File: src/rtl/ps_pwm_ctrl_pkg.sv
// Shared constants and FSM state type for the PS-PWM configuration sequencer.
package ps_pwm_pkg;

   localparam logic [3:0] ADDR_PERIOD = 4'h0;
   localparam logic [3:0] ADDR_DUTY0  = 4'h1;
   localparam logic [3:0] ADDR_COMMIT = 4'hE;
   localparam logic [3:0] ADDR_CTRL   = 4'hF;

   typedef enum logic [1:0] {
      ST_IDLE,
      ST_PEND,
      ST_CALC,
      ST_APPLY
   } state_e;

endpackage

File: src/rtl/ps_pwm_ctrl_if.sv
// Register-write port of the PS-PWM sequencer: valid/ready with address and data.
interface ps_pwm_ctrl_if #(
   parameter int CNT_W = 8
);

   logic             cfg_valid;
   logic             cfg_ready;
   logic [3:0]       cfg_addr;
   logic [CNT_W-1:0] cfg_data;

   modport master (
      output cfg_valid,
      output cfg_addr,
      output cfg_data,
      input  cfg_ready
   );

   modport slave (
      input  cfg_valid,
      input  cfg_addr,
      input  cfg_data,
      output cfg_ready
   );

endinterface

File: src/rtl/ps_pwm_ctrl_phase_calc.sv
// Sequential phase generator: phase_k = floor(k*period/N_CH), one channel per cycle.
module ps_pwm_phase_calc
   import ps_pwm_pkg::*;
#(
   parameter int N_CH  = 4,
   parameter int CNT_W = 8
) (
   input  logic                         clk,
   input  logic                         rst,
   input  logic                         start_i,
   input  logic [CNT_W-1:0]             period_i,
   output logic                         done_o,
   output logic [N_CH-1:0][CNT_W-1:0]   phase_tmp_o
);

   localparam int SH    = $clog2(N_CH);
   localparam int ACC_W = CNT_W + SH;

   logic [ACC_W-1:0]             acc_q;
   logic [SH-1:0]                k_q;
   logic                         busy_q;
   logic [N_CH-1:0][CNT_W-1:0]   tmp_q;

   // Accumulating period and shifting by log2(N_CH) avoids a divider.
   always_ff @(posedge clk or posedge rst) begin
      if (rst) begin
         acc_q  <= '0;
         k_q    <= '0;
         busy_q <= 1'b0;
         tmp_q  <= '0;
      end else if (start_i) begin
         acc_q  <= '0;
         k_q    <= '0;
         busy_q <= 1'b1;
      end else if (busy_q) begin
         tmp_q[k_q] <= CNT_W'(acc_q >> SH);
         acc_q      <= acc_q + ACC_W'(period_i);
         k_q        <= k_q + 1'b1;
         if (k_q == '1) begin
            busy_q <= 1'b0;
         end
      end
   end

   assign done_o      = busy_q && (k_q == '1);
   assign phase_tmp_o = tmp_q;

endmodule

File: src/rtl/ps_pwm_ctrl.sv
// PS-PWM configuration sequencer: shadow registers, commit FSM, atomic output bank.
// Define PS_PWM_CTRL_CLAMP_EN to clamp duties above the new period at apply time.
module ps_pwm_ctrl
   import ps_pwm_pkg::*;
#(
   parameter int N_CH  = 4,
   parameter int CNT_W = 8
) (
   input  logic                   clk,
   input  logic                   rst,
   ps_pwm_ctrl_if.slave           cfg,
   input  logic                   sync_in,
   output logic                   run_o,
   output logic [CNT_W-1:0]       period_o,
   output logic [N_CH*CNT_W-1:0]  duty_o,
   output logic [N_CH*CNT_W-1:0]  phase_o,
   output logic                   upd_o,
   output logic                   err_o
);

   localparam logic [3:0] ADDR_DUTY_LAST = 4'(N_CH);

   state_e                       state_q, state_d;
   logic                         run_q, err_q;
   logic [CNT_W-1:0]             per_sh_q;
   logic [N_CH-1:0][CNT_W-1:0]   duty_sh_q;
   logic [CNT_W-1:0]             period_q;
   logic [N_CH-1:0][CNT_W-1:0]   duty_q, phase_q;
   logic [N_CH-1:0][CNT_W-1:0]   phase_tmp;
   logic                         xfer, is_duty, calc_start, calc_done;

   assign xfer    = cfg.cfg_valid && (state_q == ST_IDLE);
   assign is_duty = (cfg.cfg_addr >= ADDR_DUTY0) && (cfg.cfg_addr <= ADDR_DUTY_LAST);

   always_ff @(posedge clk or posedge rst) begin
      if (rst) begin
         state_q <= ST_IDLE;
      end else begin
         state_q <= state_d;
      end
   end

   always_comb begin
      state_d    = state_q;
      calc_start = 1'b0;
      upd_o      = 1'b0;
      case (state_q)
         ST_IDLE: begin
            if (xfer && (cfg.cfg_addr == ADDR_COMMIT)) begin
               if (run_q) begin
                  state_d = ST_PEND;
               end else begin
                  state_d    = ST_CALC;
                  calc_start = 1'b1;
               end
            end
         end
         ST_PEND: begin
            if (sync_in) begin
               state_d    = ST_CALC;
               calc_start = 1'b1;
            end
         end
         ST_CALC: begin
            if (calc_done) begin
               state_d = ST_APPLY;
            end
         end
         ST_APPLY: begin
            upd_o   = 1'b1;
            state_d = ST_IDLE;
         end
         default: state_d = ST_IDLE;
      endcase
   end

   assign cfg.cfg_ready = (state_q == ST_IDLE);

   always_ff @(posedge clk or posedge rst) begin
      if (rst) begin
         run_q     <= 1'b0;
         err_q     <= 1'b0;
         per_sh_q  <= '1;
         duty_sh_q <= '0;
      end else if (xfer) begin
         if (cfg.cfg_addr == ADDR_PERIOD) begin
            per_sh_q <= cfg.cfg_data;
         end else if (is_duty) begin
            for (int unsigned k = 0; k < N_CH; k++) begin
               if (cfg.cfg_addr == 4'(k + 1)) begin
                  duty_sh_q[k] <= cfg.cfg_data;
               end
            end
         end else if (cfg.cfg_addr == ADDR_CTRL) begin
            run_q <= cfg.cfg_data[0];
            if (cfg.cfg_data[1]) begin
               err_q <= 1'b0;
            end
         end else if (cfg.cfg_addr != ADDR_COMMIT) begin
            err_q <= 1'b1;
         end
      end
   end

   ps_pwm_phase_calc #(
      .N_CH  (N_CH),
      .CNT_W (CNT_W)
   ) u_phase_calc (
      .clk         (clk),
      .rst         (rst),
      .start_i     (calc_start),
      .period_i    (per_sh_q),
      .done_o      (calc_done),
      .phase_tmp_o (phase_tmp)
   );

   // Output bank loads only on the edge that ends APPLY.
   always_ff @(posedge clk or posedge rst) begin
      if (rst) begin
         period_q <= '1;
         duty_q   <= '0;
         phase_q  <= '0;
      end else if (state_q == ST_APPLY) begin
         period_q <= per_sh_q;
         phase_q  <= phase_tmp;
         for (int unsigned k = 0; k < N_CH; k++) begin
`ifdef PS_PWM_CTRL_CLAMP_EN
            duty_q[k] <= (duty_sh_q[k] > per_sh_q) ? per_sh_q : duty_sh_q[k];
`else
            duty_q[k] <= duty_sh_q[k];
`endif
         end
      end
   end

   assign run_o    = run_q;
   assign err_o    = err_q;
   assign period_o = period_q;
   assign duty_o   = duty_q;
   assign phase_o  = phase_q;

endmodule

File: src/flat_wrapper.sv
// flat-port wrapper written by rule: the top's interface ports become plain ports
module ps_pwm_ctrl_flat import ps_pwm_pkg::*;
#(
   parameter int N_CH  = 4,
   parameter int CNT_W = 8
)
  (clk, rst, sync_in, run_o, period_o, duty_o, phase_o, upd_o, err_o, cfg_cfg_valid, cfg_cfg_addr, cfg_cfg_data, cfg_cfg_ready);
  ps_pwm_ctrl_if #(.CNT_W(CNT_W)) cfg_i ();
  input  logic clk;
  input  logic rst;
  input  logic sync_in;
  output logic run_o;
  output logic [CNT_W-1:0] period_o;
  output logic [N_CH*CNT_W-1:0] duty_o;
  output logic [N_CH*CNT_W-1:0] phase_o;
  output logic upd_o;
  output logic err_o;
  input wire logic [$bits(cfg_i.cfg_valid)-1:0] cfg_cfg_valid;
  input wire logic [$bits(cfg_i.cfg_addr)-1:0] cfg_cfg_addr;
  input wire logic [$bits(cfg_i.cfg_data)-1:0] cfg_cfg_data;
  output wire logic [$bits(cfg_i.cfg_ready)-1:0] cfg_cfg_ready;
  assign cfg_i.cfg_valid = cfg_cfg_valid;
  assign cfg_i.cfg_addr = cfg_cfg_addr;
  assign cfg_i.cfg_data = cfg_cfg_data;
  assign cfg_cfg_ready = cfg_i.cfg_ready;
  ps_pwm_ctrl #(.N_CH(N_CH), .CNT_W(CNT_W)) u_core (.clk(clk), .rst(rst), .cfg(cfg_i), .sync_in(sync_in), .run_o(run_o), .period_o(period_o), .duty_o(duty_o), .phase_o(phase_o), .upd_o(upd_o), .err_o(err_o));
endmodule
File: config.mk
export PLATFORM = sky130hd
export DESIGN_NAME = ps_pwm_ctrl_flat
export DESIGN_NICKNAME = d
export VERILOG_FILES = /design/src/rtl/ps_pwm_ctrl_pkg.sv /design/src/rtl/ps_pwm_ctrl_if.sv /design/src/rtl/ps_pwm_ctrl_phase_calc.sv /design/src/rtl/ps_pwm_ctrl.sv /design/src/flat_wrapper.sv
export SDC_FILE = /design/constraint.sdc
export NUM_CORES = 1
export LEC_CHECK = 0
export CAP_MARGIN = 20
export CORE_AREA = 3 3 116 118
export CTS_BUF_LIST = sky130_fd_sc_hd__clkbuf_16
export CTS_CLUSTER_SIZE = 28
export DETAILED_ROUTE_END_ITERATION = 12
export DIE_AREA = 0 0 119 121
export PLACE_DENSITY_LB_ADDON = 0.1
export SLEW_MARGIN = 10
export SYNTH_ARGS = -nofsm -noshare
export SYNTH_HDL_FRONTEND = slang
export SYNTH_SLANG_ARGS = --single-unit
File: constraint.sdc
create_clock -name clk -period 6.55 [get_ports clk]
set_clock_uncertainty 0.1 [all_clocks]
set_input_delay 0.9825 -clock clk [delete_from_list [all_inputs] [get_ports clk]]
set_output_delay 0.9825 -clock clk [all_outputs]
set_load 0.005 [all_outputs]
# Word level (Yosys, flattened, before mapping)
# Index checks and enable logic that the tools add are counted.
[totals]
reg_bits = 161
latchBits = 0
ram_bits = 0
rom_bits = 0
in_bits = 16
output_inout_bits = 76
word_cells = 89
mem_count = 0
[classes]
addsub = 2
multipliers = 0
n_div = 0
magnitude_cmp = 4
n_eq_ne = 15
n_shift = 0
muxes = 23
n_bitwise = 3
n_reduce_logical = 18
[ops]
columns = ["cell", "count"]
rows = [
  ["32-bit bitwise mux", 1],
  ["10-bit two-way mux", 2],
  ["4-bit AND reduction", 5],
  ["8-bit demux with 2-bit select", 1],
  ["2-bit two-way mux", 6],
  ["10-bit by 8-bit adder with 10-bit output", 1],
  ["1-bit two-way mux", 10],
  ["4-bit by 2-bit equality test with 1-bit output, second input constant", 2],
  ["4-bit equality test, second input constant", 2],
  ["8-bit two-way mux", 1],
  ["2-bit case mux with 4 select lines", 1],
  ["2-bit equality test, second input constant", 3],
  ["1-bit logical AND", 5],
  ["5-bit AND reduction", 1],
  ["4-bit by 1-bit equality test with 1-bit output, second input constant", 1],
  ["4-bit by 3-bit equality test with 1-bit output, second input constant", 1],
  ["4-bit by 1-bit greater-or-equal comparator with 1-bit output, second input constant", 1],
  ["4-bit by 3-bit <= comparator with 1-bit output, second input constant", 1],
  ["4-bit zero test", 1],
  ["2-bit by 1-bit != test with 1-bit output, second input constant", 2],
  ["2-bit != test, second input constant", 2],
  ["4-bit != test, second input constant", 1],
  ["2-bit AND reduction", 2],
  ["2-bit nonzero test", 2],
  ["other kinds (8)", 10],
]

# Logic depth before layout (Yosys ltp)
[logic_depth]
depth_word = 7
ltp_mapped = 8
mapped_depth_nobuf = 8

# Cells and area by module
# A second synthesis with hierarchy kept.
[hier_totals]
cells_unflattened = 445
hier_area_um2 = 6864.1
[by_module_without_submodules]
columns = ["mod", "n_inst", "cells_each", "area_each_um2", "seq_area_each_um2"]
rows = [
  ["ps_pwm_ctrl", 1, 276, 4525.6, 2922.8],
  ["ps_pwm_phase_calc", 1, 169, 2338.5, 1126.1],
]

# Worst setup path before layout
# Ideal clock, no wire load.
[synth_path]
kind = "in2reg"
start = "input port cfg_cfg_addr[0]"
end = "register u_core.u_phase_calc.tmp_q (netlist bit u_core.u_phase_calc.phase_tmp_o[0])"
setup_ps = 127
arrival_time_ps = 2179
t_required_ps = 6323
setup_slack_ps = 4144
cell_stages = 6
path_buffers = 1
path_cell_list = "buf_2 -> nand2b_1 -> o31ai_4 -> nor2_8 -> nand2_8 -> mux2_1"
[synth_via]
elab_chain_len = 6
[synth_rtl]
columns = ["item", "line", "text"]
rows = [
  ["start, declared", "flat_wrapper.sv:19", "input wire logic [$bits(cfg_i.cfg_addr)-1:0] cfg_cfg_addr;"],
  ["4-bit equality test", "ps_pwm_ctrl.sv:49", "if (xfer && (cfg.cfg_addr == ADDR_COMMIT)) begin"],
  ["1-bit logical AND", "ps_pwm_ctrl.sv:49", ""],
  ["1-bit two-way mux", "ps_pwm_ctrl.sv:49", ""],
  ["1-bit case mux with 2 select lines", "ps_pwm_ctrl.sv:47", "case (state_q)"],
  ["1-bit NOT (no line)", "n/a", ""],
  ["2-bit AND reduction (no line)", "n/a", ""],
  ["end signal, assigned by index", "ps_pwm_ctrl_phase_calc.sv:36", "tmp_q[k_q] <= CNT_W'(acc_q >> SH);"],
  ["end, declared", "ps_pwm_ctrl_phase_calc.sv:22", "logic [N_CH-1:0][CNT_W-1:0] tmp_q;"],
]
# Every way passes these cells.
# A chain may end at the register's enable or synchronous reset.

# Final worst setup path
[layout_path]
start = "register u_core.state_q[0]"
end = "output port upd_o"
[layout_via]
elab_chain_len = 2
[layout_rtl]
columns = ["item", "line", "text"]
rows = [
  ["start, declared", "ps_pwm_ctrl.sv:23", "state_e state_q, state_d;"],
  ["start signal, assigned", "ps_pwm_ctrl.sv:39", "state_q <= state_d;"],
  ["2-bit equality test", "ps_pwm_ctrl.sv:47", ""],
  ["1-bit two-way mux", "ps_pwm_ctrl.sv:47", ""],
  ["end, declared", "flat_wrapper.sv:16", "output logic upd_o;"],
]
# Every way passes these cells.

==> impl_results.md <==
* Top FF cell, synth: dfrtp_1
* DRC at 0
* CTS tree: yes
* CTS Sinks at approximately 160
* Register bit count reported by yosys at 161
* Crit Path Class: reg2out
* Vias/cell at 5.23
* CTS buffer count at 17
* Pin count of the biggest net entering global routing at between 100 and 150
* Logic pwr share at about a third
* Tcrit/Tclk final at between 50 and 60%
* Crit path max fanout at 73
* Sequential share of the synthesized area at 60.7%
* Final setup viols at 0
* Arrival @ worst endpoint at approximately 2.3 ns
* Worst skew pair latency at between 0.4 and 0.5 ns
* FP Rows at 41
* First drt pass iteration count at 4
* CP endpoint kind: primary output
* Grt total ovfl at 0
* Slew headroom at between 30% and 40%
* Max Buffers Root-to-Sink at 2
* Max_cap viols at 0
* Synthesized Nets at about 480
* Switching Share at 29.0%
* Avg WL per Cell at about 17 microns
* Port bufs at about 90
* CTS root buffer: clkbuf_16
* Syn. warnings at 0
* RSZ-0062 raised after global routing: no
* Final instance area at ~0.0083 sq mm
* Status: finished clean
* Placer Congestion at 0.792
* Leak at 3.89 nW
* Crit path time final at 3.39 ns
* Final hold vios at 0
* Clock power share at about a quarter
* PwrDens at between 400 and 500 mW/mm^2
* Vias at between 3000 and 4000
* Worst setup SP type: register
* Fillers at about 960
* Vias in the first global route at 4051
* Switch Pwr at ~1.2 mW
* Share of layout cells above drive strength 1 at ~30%
* Antenna Cells at 0
* Routed Antenna Nets at 0
* Global-route wire length before repair at approximately 21 mm
* Initial core utilization at between 50% and 60%
* Synth Area per Inst at between 10 and 15 sq um
* Area growth syn-to-layout at 24.9%
* Die H at 121 microns
* Post-Synthesis Cells at between 400 and 500
* Required @ worst endpoint at 5.47 ns
* Initial DRC count at around 170
* Post-CTS setup repair buffer count at 0
* Die X at about 120 microns
* Synth cell types at 42
* Post-Route WL at around 13 mm
* H-tree depth at 4
* Core box area at between 0.01 and 0.015 sq mm
* FMAX at just under 300 MHz
* Initial antenna violation count at 0
* Synth Cell Area at 0.00667 sq mm
* Peak supply drop at between 0.2 and 0.25 mV
* Sequential share of power at 43.1%
* Post-synth EDFFs at 0
* Worst Tran Pin Value at 1.03 ns
* Cts hold-fix bufs at 0
* Gr usage total at about a fifth
* Nets at a little under 600
* Num ports at 92
* Pint at 2.82 mW
* Cts repair resizes at 0
* Die area at ~0.014 sq mm
* Final Max Tran Viols at 0
* Setup_tns at 0 ns
* Ys async rst share at 100%
* Post-place instance area at 0.00777 sq mm
* HP Class: reg2reg
* Dpl hpwl at just under 9 mm
* Clk pin slew, worst setup/hold paths at ~0.06 ns
layout by cell type (no fill, tap or decap), types with 4 or more instances in the layout:
master / n
a21oi_1: 13
dfstp_2: 16
nand3_1: 5
ha_1: 16
mux2_1: 32
mux2i_1: 6
nand2_8: 4
dfrtp_1: 145
clkdlybuf4s50_1: 91
mux2_2: 113
o21ai_0: 7
inv_1: 16
clkbuf_16: 17
nor2_1: 11
nand2_1: 14
nor2b_1: 5
power by group through the flow:
stage          registers [mW]  logic, mW  clock network, mW
2_1_floorplan            1.65      0.768                  0
3_3_place_gp             1.72       1.31                  0
3_5_place_dp             1.74       1.35                  0
4_1_cts                  1.72       1.36              0.943
5_1_grt                  1.77       1.46              0.995
6_report                 1.71       1.33              0.928
worst paths after layout:
path / slack (ns) / to / from / cells after the start
setup reg to reg: 3.95 / u_core.u_phase_calc.phase_tmp_o[30] / u_core.state_q[0] / 7
setup / recovery: 3.16 / upd_o / u_core.state_q[0] / 2
hold / removal: 0.39 / u_core.u_phase_calc.phase_tmp_o[8] / u_core.u_phase_calc.phase_tmp_o[8] / 1
min in group asynchronous: 1.07 / u_core.duty_sh_q[16] / rst / 2
hold reg to reg: 0.39 / u_core.u_phase_calc.phase_tmp_o[8] / u_core.u_phase_calc.phase_tmp_o[8] / 1
max in group asynchronous: 4.10 / u_core.per_sh_q[7] / rst / 3
metrics by stage:
step,instances,hold slack (ns),power (mW),util (%),setup slack (ns)
floorplan,445,0.359,2.42,-,1.15
global placement,697,0.381,3.04,61.8,3.33
detailed placement,697,0.382,3.09,61.8,3.22
CTS,729,0.396,4.03,66.3,3.04
global route,729,0.413,4.23,66.3,2.96
finish,729,0.391,3.98,66.3,3.16
critical path, stage by stage, from the launching register on:
cell and delay [ns]:
dfrtp_1 0.45, ha_4 0.78, clkdlybuf4s50_1 0.66
flip-flops by register name, indices dropped and copies added, names as in the netlist:
| register | cells |
|---|---|
| u_core.duty_o | 32 |
| u_core.duty_sh_q | 32 |
| u_core.phase_o | 32 |
| u_core.u_phase_calc.phase_tmp_o | 32 |
| u_core.u_phase_calc.acc_q | 10 |
| u_core.per_sh_q | 8 |
| u_core.period_o | 8 |
| u_core.state_q | 2 |
| u_core.u_phase_calc.k_q | 2 |
| u_core.err_o | 1 |
| u_core.run_o | 1 |
| u_core.u_phase_calc.busy_q | 1 |
cells by family after synthesis:
group	count (synthesis)	synth area share, %
xor+xnor	4	0.525
fa+ha+maj	18	3.49
flops	161	60.7
compound gates	35	3.47
simple gates	52	5.03
buf+inv	24	1.41
mux	151	25.4
cell type report:
cell class	count	area (sq um)	area share (%)
flip-flops and latches	161	4050	48.6
multi-input cells	260	2540	30.5
repair buffers	92	918	11.0
clock buffers	17	425	5.11
well taps	172	215	2.58
clock inverters	15	131	1.58
inverters	12	50.0	0.601
synthesized netlist by cell type (2+ instances only):
master    number  area share [%]
a21oi_1       13            0.98
mux2i_1        6            0.90
o211ai_1       3            0.34
o21ai_0        7            0.53
clkbuf_1       8            0.45
nor2b_1        5            0.47
nand3_1        5            0.38
inv_1         12            0.68
nand2_1       14            0.79
nor2_1        11            0.62
mux2_2       113              19
dfrtp_1      145              54
mux2_1        32             5.4
nand4_1        2            0.19
xnor2_1        2            0.26
nand2_8        4             1.2
dfstp_2       16             6.3
a211oi_1       2            0.23
ha_1          17             3.2
buf_2          3            0.23
nor3_1         3            0.23
xor2_1         2            0.26
per-layer routing:
layer / part of all wire, % / up-vias / GRT usage (%)
met4: 1.5 / 0 / 7.17
li1: - / 1787 / -
met5: 0 / - / 0
met3: 4.5 / 14 / 5.36
met2: 49 / 77 / 30.5
met1: 45 / 1935 / 24.2
Note: power is estimated with default switching activity, not from simulation.
